--- src/rtl/hazard_ctrl_pkg.sv ---
// Shared pipeline hazard types: FSM state encoding and the stall-cause
// classification used by the controller and the trace logger.
package hazard_ctrl_pkg;

  typedef enum logic {
    S_RUN    = 1'b0,
    S_FREEZE = 1'b1
  } state_t;

  typedef enum logic [1:0] {
    NONE    = 2'd0,
    LOADUSE = 2'd1,
    BRANCH  = 2'd2,
    FREEZE  = 2'd3
  } stall_cause_t;

  // Priority: memory freeze, then taken branch (squashes the stalling
  // instruction), then load-use.
  function automatic stall_cause_t classify(input logic mem_wait,
                                            input logic branch_taken,
                                            input logic need_stall);
    if (mem_wait)          return FREEZE;
    else if (branch_taken) return BRANCH;
    else if (need_stall)   return LOADUSE;
    else                   return NONE;
  endfunction

endpackage

--- src/rtl/hazard_ctrl_sat_counter.sv ---
// Saturating up-counter with synchronous reset and clear; clear beats increment.
module sat_counter #(
  parameter int unsigned W = 16
) (
  input  logic         clk,
  input  logic         rst,
  input  logic         inc,
  input  logic         clr,
  output logic [W-1:0] q
);

  always_ff @(posedge clk) begin
    if (rst || clr) begin
      q <= '0;
    end else if (inc && (q != '1)) begin
      q <= q + W'(1);
    end
  end

endmodule

--- src/rtl/hazard_ctrl.sv ---
// Pipeline hazard responder: turns load-use, taken-branch and memory-wait
// conditions into PC/pipeline-register enables, flushes and bubbles.
module hazard_ctrl
  import hazard_ctrl_pkg::*;
#(
  parameter int unsigned CNT_W       = 16,
  parameter int unsigned MEM_TIMEOUT = 64
) (
  input  logic             clk,
  input  logic             rst,
  input  logic             Need_Stall,
  input  logic             EX__Branch_Taken,
  input  logic             EXmem__MemEnable,
  input  logic             DMem_Ready,
  input  logic             Cnt_Clr,
  output logic             PC_WE,
  output logic             IFid__WE,
  output logic             IFid__Flush,
  output logic             IDex__WE,
  output logic             IDex__Bubble,
  output logic             EXmem__WE,
  output logic             MEMwb__WE,
  output logic             Bubble_Last,
  output logic             Freeze,
  output logic             Mem_Timeout,
  output logic [CNT_W-1:0] Stall_Cnt,
  output logic [CNT_W-1:0] Flush_Cnt,
  output logic [CNT_W-1:0] Freeze_Cnt
);

  localparam logic [CNT_W:0] TO_THRESH = (CNT_W + 1)'(MEM_TIMEOUT - 1);

  state_t         state;
  stall_cause_t   cause;
  logic           mem_wait;
  logic [CNT_W-1:0] wait_cnt;
  logic [CNT_W:0]   wait_inc;

  assign mem_wait = EXmem__MemEnable && !DMem_Ready;

  always_comb begin
    cause = rst ? NONE : classify(mem_wait, EX__Branch_Taken, Need_Stall);
    PC_WE        = 1'b1;
    IFid__WE     = 1'b1;
    IFid__Flush  = 1'b0;
    IDex__WE     = 1'b1;
    IDex__Bubble = 1'b0;
    EXmem__WE    = 1'b1;
    MEMwb__WE    = 1'b1;
    Freeze       = 1'b0;
    case (cause)
      FREEZE: begin
        PC_WE     = 1'b0;
        IFid__WE  = 1'b0;
        IDex__WE  = 1'b0;
        EXmem__WE = 1'b0;
        MEMwb__WE = 1'b0;
        Freeze    = 1'b1;
      end
      BRANCH: begin
        IFid__Flush  = 1'b1;
        IDex__Bubble = 1'b1;
      end
      LOADUSE: begin
        PC_WE        = 1'b0;
        IFid__WE     = 1'b0;
        IDex__Bubble = 1'b1;
      end
      default: ;
    endcase
  end

  // The entry cycle (still in S_RUN) counts as freeze cycle 1, so after k
  // waiting cycles wait_cnt == k and the timeout flag shows in cycle MEM_TIMEOUT.
  always_comb begin
    wait_inc = '0;
    if (state == S_FREEZE) wait_inc = {1'b0, wait_cnt};
    wait_inc = wait_inc + (CNT_W + 1)'(1);
  end

  always_ff @(posedge clk) begin
    if (rst) begin
      state       <= S_RUN;
      wait_cnt    <= '0;
      Bubble_Last <= 1'b0;
      Mem_Timeout <= 1'b0;
    end else begin
      state <= mem_wait ? S_FREEZE : S_RUN;
      if (mem_wait) begin
        wait_cnt <= wait_inc[CNT_W] ? '1 : wait_inc[CNT_W-1:0];
      end else begin
        wait_cnt    <= '0;
        Bubble_Last <= (cause == LOADUSE);
      end
      if (Cnt_Clr) begin
        Mem_Timeout <= 1'b0;
      end else if (mem_wait && (wait_inc >= TO_THRESH)) begin
        Mem_Timeout <= 1'b1;
      end
    end
  end

  sat_counter #(.W(CNT_W)) u_stall_cnt (
    .clk (clk),
    .rst (rst),
    .inc (cause == LOADUSE),
    .clr (Cnt_Clr),
    .q   (Stall_Cnt)
  );

  sat_counter #(.W(CNT_W)) u_flush_cnt (
    .clk (clk),
    .rst (rst),
    .inc (cause == BRANCH),
    .clr (Cnt_Clr),
    .q   (Flush_Cnt)
  );

  sat_counter #(.W(CNT_W)) u_freeze_cnt (
    .clk (clk),
    .rst (rst),
    .inc (cause == FREEZE),
    .clr (Cnt_Clr),
    .q   (Freeze_Cnt)
  );

endmodule

--- config.mk ---
export PLATFORM = sky130hd
export DESIGN_NAME = hazard_ctrl
export DESIGN_NICKNAME = d
export VERILOG_FILES = /design/src/rtl/hazard_ctrl_pkg.sv /design/src/rtl/hazard_ctrl_sat_counter.sv /design/src/rtl/hazard_ctrl.sv
export SDC_FILE = /design/constraint.sdc
export NUM_CORES = 1
export LEC_CHECK = 0
export BUFFER_PORTS_ARGS = -buffer_cell sky130_fd_sc_hd__buf_2
export CORE_UTILIZATION = 40
export CTS_CLUSTER_SIZE = 10
export DETAILED_ROUTE_END_ITERATION = 10
export SKIP_CTS_REPAIR_TIMING = 1
export SLEW_MARGIN = 20
export SYNTH_ARGS = -nofsm -noshare
export SYNTH_HDL_FRONTEND = slang
export SYNTH_SLANG_ARGS = --single-unit
--- constraint.sdc ---
create_clock -name clk -period 2.87 [get_ports clk]
set_input_delay 0 -clock clk [delete_from_list [all_inputs] [get_ports clk]]
set_output_delay 0 -clock clk [all_outputs]
set_load 0.03 [all_outputs]
---- Word level (Yosys, flattened, before mapping) ----
Cells that the tools add are included.
cells by class
  order comparisons ....................... 1
  add/sub/neg operators ................... 4
  reductions and logical operators ........ 11
  bitwise logic cells ..................... 1
  multiplexer cells ....................... 12
  eq/ne operators ......................... 6
  shift-type cells ........................ 0
  divide/modulo/power cells ............... 0
  multipliers ............................. 0
operators with widths
  operator               count
  $add 16x1->16 const B  3
  $ne 16x16->1 const B   3
  $mux 16                2
  $add 17x1->17 const B  1
  $ge 17x6->1 const B    1
  $reduce_or 2->1        4
  $mux 1                 7
  $mux 2                 3
  $logic_and 1x1->1      5
  $eq 2x2->1 const B     2
  $eq 2x1->1 const B     1
  $logic_not 1->1        1
  $logic_or 1x1->1       1
  $not 1->1              1
storage, ports and cells
  bits in registers ....................... 67
  memories ................................ 0
  latch bits .............................. 0
  logic and storage cells ................. 42
  memory bits (read-only) ................. 0
  input bits .............................. 7
  memory bits (writable) .................. 0

---- Depth between registers and ports, before layout ----
Gate-level depths: netlist of run 1.
  depth after elaboration ................. 7
  mapped depth ............................ 11
  gate-level depth less buffers ........... 11

---- Modules after synthesis ----
Synthesis of run 1 repeated with hierarchy kept, for this count alone.
second synthesis, totals
  cell total of the unflattened synthesis .. 440
  area total of the unflattened synthesis .. 3,852.4 um^2
modules (own cells, without submodules)
  module       cells each  sequential area each (um^2)  times used  area an instance (um^2)
  sat_counter  95          320.3                        3           847.1
  hazard_ctrl  155         380.4                        1           1,311.3

---- Least setup slack after synthesis of run 1 ----
Ideal clock, no wire load.
  path kind ............................... flip-flop to flip-flop
  start ................................... reg state
  end ..................................... reg Mem_Timeout
  arrival time ............................ 2.301 ns
  path buffers ............................ 2
  cell stages (with the launch flop) ...... 11
  slack ................................... 0.438 ns
  required time ........................... 2.738 ns
  setup time .............................. 0.132 ns
  path through ............................ dfxtp_1 clkbuf_8 clkbuf_8 and2_1 ha_1 nand3_4 or4_4 nor3_1 o21ai_1 nor4_1 a311oi_1
between the ends
  word-level cells in the longest chain between the ends .. 4
ends and longest elaborated chain
  item                    RTL line           source
  start, declared         hazard_ctrl.sv:33  state_t state;
  start signal, assigned  hazard_ctrl.sv:88  state <= mem_wait ? S_FREEZE : S_RUN;
  $mux 16                 hazard_ctrl.sv:77  if (state == S_FREEZE) wait_inc = {1'b0, wait_cnt};
  $add 17x1->17           hazard_ctrl.sv:78  wait_inc = wait_inc + (CNT_W + 1)'(1);
  $ge 17x6->1             hazard_ctrl.sv:97  end else if (mem_wait && (wait_inc >= TO_THRESH)) begin
  $logic_and 1x1->1       hazard_ctrl.sv:97
  end signal, assigned    hazard_ctrl.sv:86  Mem_Timeout <= 1'b0;
  end signal, assigned    hazard_ctrl.sv:96  Mem_Timeout <= 1'b0;
  end signal, assigned    hazard_ctrl.sv:98  Mem_Timeout <= 1'b1;
  end, declared           hazard_ctrl.sv:25  output logic Mem_Timeout,
No other way between the ends.
A chain may end at the register's enable or synchronous reset.

---- Worst setup path after layout of run 1 ----
  start ................................... reg wait_cnt[0]
  end ..................................... reg Mem_Timeout
between the ends
  word-level cells in the longest chain between the ends .. 4
ends and longest elaborated chain
  item                    RTL line           source
  start, declared         hazard_ctrl.sv:36  logic [CNT_W-1:0] wait_cnt;
  start signal, assigned  hazard_ctrl.sv:90  wait_cnt <= wait_inc[CNT_W] ? '1 : wait_inc[CNT_W-1:0];
  $mux 16                 hazard_ctrl.sv:77
  $add 17x1->17           hazard_ctrl.sv:78
  $ge 17x6->1             hazard_ctrl.sv:97
  $logic_and 1x1->1       hazard_ctrl.sv:97
No other way between the ends.

==> impl_metrics.tcl, run 1 <==
set metrics [dict create \
    outcome "finished, final reports clean" \
    track_usage_pct 17.8 \
    start_util_pct 42.2 \
    cts_tree "built" \
    place_congestion 0.780 \
    ys_seq_area_share_pct 40.1 \
    wl_met2_um 3270 \
    synth_edf_count 0 \
    cp-start-kind "flop" \
    wl_met1_um 3580 \
    finalNetCount 477 \
    setup_slack_ns 0.488 \
    top_layer "met4" \
    nFillCells 819 \
    clk_latency_ns 0.34 \
    area_growth_pct 16.3 \
    min_period_ns 2.38 \
    via_per_inst 5.16 \
    wl_per_cell_um 12.9 \
    synth.distinct_cells 42 \
    final_cell_mix "dfxtp_1, buf_2, nor2_1, nand2_1, xor2_1" \
    max-clock-path-buffers 2 \
    ys_seq_elements 67 \
    syn_nets 415 \
    antenna_found_initial 0 \
    worstMarginPinSlew_ns 0.938 \
    place_ws_ns 0.516 \
    io_buffers 64 \
    drive_gt1_share_pct 19.5 \
    cts-root-buf "clkbuf_8" \
    grt_setup_unrepaired "no" \
    max-cap-violations 0 \
    grt_pass1_vias 2597 \
    critPathArrivalTime_ns 2.56 \
    die_y_um 93.5 \
    power_uw 1710 \
    yosys.area.top_type "dfxtp_1" \
    pin_count 65 \
    finalSetupViolations 0 \
    grt_pass1_wl_um 12300 \
    cts.sinks 67 \
    die_area_mm2 0.00874 \
    p_leak_uw 0.00152 \
    diodes 0 \
    yosys_warnings 0 \
    synth_area_leaders "dfxtp_1, xor2_1, nor2_1" \
    drc_errors 0 \
    coreArea_mm2 0.00793 \
    crit_type "reg2reg" \
    ant_nets 0 \
    wl_um 7340 \
    powerDensity_mw_per_mm2 440 \
    via_count 2936 \
    dp_hpwl_um 5250 \
    slew_viol_final 0 \
    slew_headroom_pct 37.4 \
    synth_flop_cell "dfxtp_1" \
    ys_async_sr_fraction_pct 0 \
    finalSetupTns_ns 0 \
    worstPathMaxFanout 9 \
    syn_avg_cell_area_um2 8.37 \
    syn_inst 400 \
    htreeDepth 3 \
    grt_max_degree 50 \
    yosysTopAreaCellShare_pct 40.1 \
    numCtsBuffers 9 \
    hold_path.class "in2reg" \
    drt_iter0_markers 69 \
    synth_area_mm2 0.00335 \
    dr.pass1.iters 4 \
    irDropWorstVdd_mv 0.330 \
    endpoint_kind "flop" \
    grt_remaining_overflow 0 \
    final_common_cell "dfxtp_1" \
    wl_met3_um 426 \
    fin_worst_skew_ns 0.00904 \
    rows 32 \
    die-width_um 93.5 \
    hold_violations 0 \
    cp_data_required_time_ns 3.05 \
    reg2reg_slack_ns 0.49 \
    min_period_over_period_pct 83.0 \
    clk_pin_slew_ns 0.07 \
    timing.fmax_ghz 0.420 \
]
-- final cells by class --
class | instances | area [um2] | area share, %
Multi-Input combinational cell | 304 | 1860 | 47.8
Sequential cell | 67 | 1340 | 34.4
Inverter | 14 | 52.6 | 1.35
Clock buffer | 14 | 163 | 4.18
Clock inverter | 2 | 10.0 | 0.257
Timing Repair Buffer | 66 | 338 | 8.68
Tap cell | 102 | 128 | 3.28
-- where the power goes --
group | internal, uW | total (uW) | leakage (uW) | switching (uW)
logic | 22.0 | 77.5 | 0.000886 | 55.5
registers | 932 | 935 | 0.000540 | 2.97
clock network | 360 | 702 | 0.0000905 | 342
total | 1310 | 1710 | 0.00152 | 401
-- state kept, by name, indices dropped and copies added, names as in the netlist --
signal and flops:
u_stall_cnt.q 16, Mem_Timeout 1, u_flush_cnt.q 16, state 1
u_freeze_cnt.q 16, wait_cnt 16, Bubble_Last 1
-- worst paths after layout --
path	startpoint	to	depth (start not counted)
max	wait_cnt[0]	Mem_Timeout	9
min	EXmem__MemEnable	Bubble_Last	4
max reg2reg	wait_cnt[0]	Mem_Timeout	9
min reg2reg	Bubble_Last	Bubble_Last	2
-- critical path, cell delays in order, from the launching register on --
cell and delay [ns]:
dfxtp_1 0.37, nand2_1 0.10, inv_1 0.08, ha_1 0.27, nand3_4 0.15, or4_4 0.52, nor3_1 0.26, o21ai_1 0.09
nor4_1 0.26, a311oi_1 0.12
-- kinds of logic (layout without fill, tap and decap cells) --
family | count (synthesis) | count (layout) | share of synthesized area (%)
and+or+nand+nor | 191 | 191 | 29.2
AOI/OAI and AO/OA | 51 | 51 | 9.01
xor gates and xnor gates | 48 | 48 | 12.6
DFF | 67 | 67 | 40.1
muxes | 6 | 6 | 1.83
adders and majority gates | 8 | 8 | 2.99
buffers and inverters | 29 | 96 | 4.30
-- metrics by stage --
stage / area, um2 / hold WS, ns / utilization [%] / cells
floorplan: 3350 / 0.0691 / - / 400
global placement: 3710 / 0.223 / 46.8 / 552
detailed placement: 3710 / 0.228 / 46.8 / 552
CTS: 3880 / -0.142 / 49.0 / 568
global route: 3890 / 0.0195 / 49.1 / 569
finish: 3890 / 0.0151 / 49.1 / 569
-- synthesized netlist by cell type, drive strengths merged, types with 5 or more instances --
| cell type | number |
|---|---|
| xor2 | 28 |
| inv | 14 |
| and2 | 6 |
| nand4 | 19 |
| dfxtp | 67 |
| nand3 | 21 |
| nor4 | 7 |
| xnor2 | 20 |
| nor3 | 8 |
| nor2 | 58 |
| ha | 8 |
| or3 | 6 |
| and4 | 6 |
| and3 | 10 |
| o21ai | 11 |
| mux2i | 5 |
| a21oi | 26 |
| nand2 | 36 |
| clkbuf | 11 |
| nand2b | 5 |
-- per-layer routing --
layer  vias up  track usage (%)
met2        60             27.8
met5         -                0
met4         0             4.49
li1       1506                -
met1      1364             23.6
met3         6             5.93
Power figures use the tool's default switching activity.
==> run 2: changes to the inputs <==
==> constraint.sdc (replaced) <==
create_clock -name clk -period 2.1 [get_ports clk]
set_input_delay 0 -clock clk [delete_from_list [all_inputs] [get_ports clk]]
set_output_delay 0 -clock clk [all_outputs]
set_load 0.03 [all_outputs]
==> run 2 against run 1 <==
Effect of this change: register-to-register slack lost 0.35 ns; worst hold slack gained 0.027 ns; largest cell class unchanged; cell count grew 2.8%; sequential cell count is the same; sequential share of layout area shrank 1.4 points; setup slack lost 0.35 ns; critical endpoint is now u_stall_cnt.q[4].
==> impl_metrics.tcl, run 2 (synthesis results as in run 1) <==
set metrics [dict create \
    start_util_pct 42.2 \
    io_buffers 64 \
    reg2reg_slack_ns 0.14 \
    finalSetupViolations 0 \
    timing.fmax_ghz 0.509 \
    diodes 0 \
    drt_iter0_markers 107 \
    use_met2_pct 29.3 \
    grt_pass1_wl_um 12200 \
    crit_type "reg2reg" \
    p_leak_uw 0.00160 \
    wl_um 7510 \
    critical_path.startpoint "u_stall_cnt.q[5]" \
    grt_use_met1_pct 21.6 \
    nFillCells 805 \
    dp.cells 568 \
    htreeDepth 3 \
    area_growth_pct 21.7 \
    rr_startpoint "u_stall_cnt.q[5]" \
    drive_gt1_share_pct 24.6 \
    irDropWorstVdd_mv 0.309 \
    ant_nets 0 \
    reg2reg_depth 6 \
    fin_cells 585 \
    via_count 2992 \
    cp-start-kind "flop" \
    endpoint_kind "flop" \
    grt_pass1_vias 2678 \
    die-width_um 93.5 \
    min_period_ns 1.96 \
    rows 32 \
    finalSetupTns_ns 0 \
    cts_tree "built" \
    grt_max_degree 50 \
    cts.sinks 67 \
    die_y_um 93.5 \
    max-cap-violations 0 \
    cp_data_required_time_ns 2.30 \
    place_congestion 0.788 \
    dp_hpwl_um 5410 \
    grt_setup_unrepaired "yes" \
    setup_slack_ns 0.136 \
    hold_violations 0 \
    crit_path_end "u_stall_cnt.q[4]" \
    hold_path.class "in2reg" \
    coreArea_mm2 0.00793 \
    grt_util_met3_pct 6.26 \
    min_period_over_period_pct 93.5 \
    grt_remaining_overflow 0 \
    outcome "finished, final reports clean" \
    final_cell_mix "dfxtp_1, buf_2, nor2_1, nand2_1, xor2_1" \
    slew_headroom_pct 36.5 \
    max-clock-path-buffers 2 \
    busiest_layer "met2" \
    place_ws_ns 0.0389 \
    worstMarginPinSlew_ns 0.952 \
    drc_errors 0 \
    antenna_found_initial 0 \
    wl_per_cell_um 12.8 \
    clk_pin_slew_ns 0.08 \
    worstPathMaxFanout 5 \
    numCtsBuffers 9 \
    dr.pass1.iters 4 \
    fin_worst_skew_ns 0.0113 \
    r2r_end "u_stall_cnt.q[4]" \
    via_per_inst 5.11 \
    pin_count 65 \
    cts-root-buf "clkbuf_8" \
    finalNetCount 493 \
    slew_viol_final 0 \
    clk_latency_ns 0.34 \
    track_usage_pct 17.7 \
    utilization_pct 51.4 \
    die_area_mm2 0.00874 \
    powerDensity_mw_per_mm2 609 \
    critPathArrivalTime_ns 2.17 \
]
[run 2: changes by cell type in the layout (fill, tap and decap cells not counted), sizes merged]
cell,delta
clkbuf,-4
buf,+16
bufinv,+1
clkinvlp,+2
inv,+1
[run 2: metrics by stage]
step | instance area, um2 | hold slack, ns | total power, uW
global placement | 3850 | 0.245 | 1420
global route | 4070 | 0.0591 | 2590
CTS | 4050 | -0.109 | 2520
floorplan | 3370 | 0.0691 | 1390
detailed placement | 3850 | 0.259 | 1420
finish | 4070 | 0.0419 | 2480
[run 2: metal layers]
layer	vias up	share of wire (%)
met1	1382	47
met2	67	47
met4	0	1.2
met3	6	4.9
li1	1537	-
met5	-	0
[run 2: worst max-delay path, stage by stage, from the launching register on]
cell     delay (ns)
dfxtp_1        0.39
and4_1         0.31
nand4_1        0.20
or3_1          0.50
and3_1         0.24
xnor2_1        0.13
nor2_1         0.05
[run 2: area by class of cell]
type / instances / area [um2] / area share (%)
well taps: 102 / 128 / 3.13
multi-input cells: 304 / 1890 / 46.4
inverters: 14 / 52.6 / 1.29
flip-flops and latches: 67 / 1350 / 33.0
clock buffers: 10 / 138 / 3.38
clock inverters: 6 / 63.8 / 1.57
repair buffers: 82 / 458 / 11.2
[run 2: worst min-delay path by stage]
stage | depth (start not counted) | slack [ns] | from | end
2_1_floorplan | 1 | 0.07 | rst | Bubble_Last
3_3_place_gp | 2 | 0.24 | rst | Bubble_Last
3_5_place_dp | 2 | 0.26 | rst | Bubble_Last
4_1_cts | 2 | -0.11 | rst | Bubble_Last
5_1_grt | 4 | 0.06 | EXmem__MemEnable | Bubble_Last
6_report | 4 | 0.04 | EXmem__MemEnable | Bubble_Last
[run 2: report_power, final]
part	switching, uW	total, uW	internal [uW]
Sequential	4.32	1280	1270
Clock	512	1090	580
Combinational	77.9	110	32.5
Total	594	2480	1890
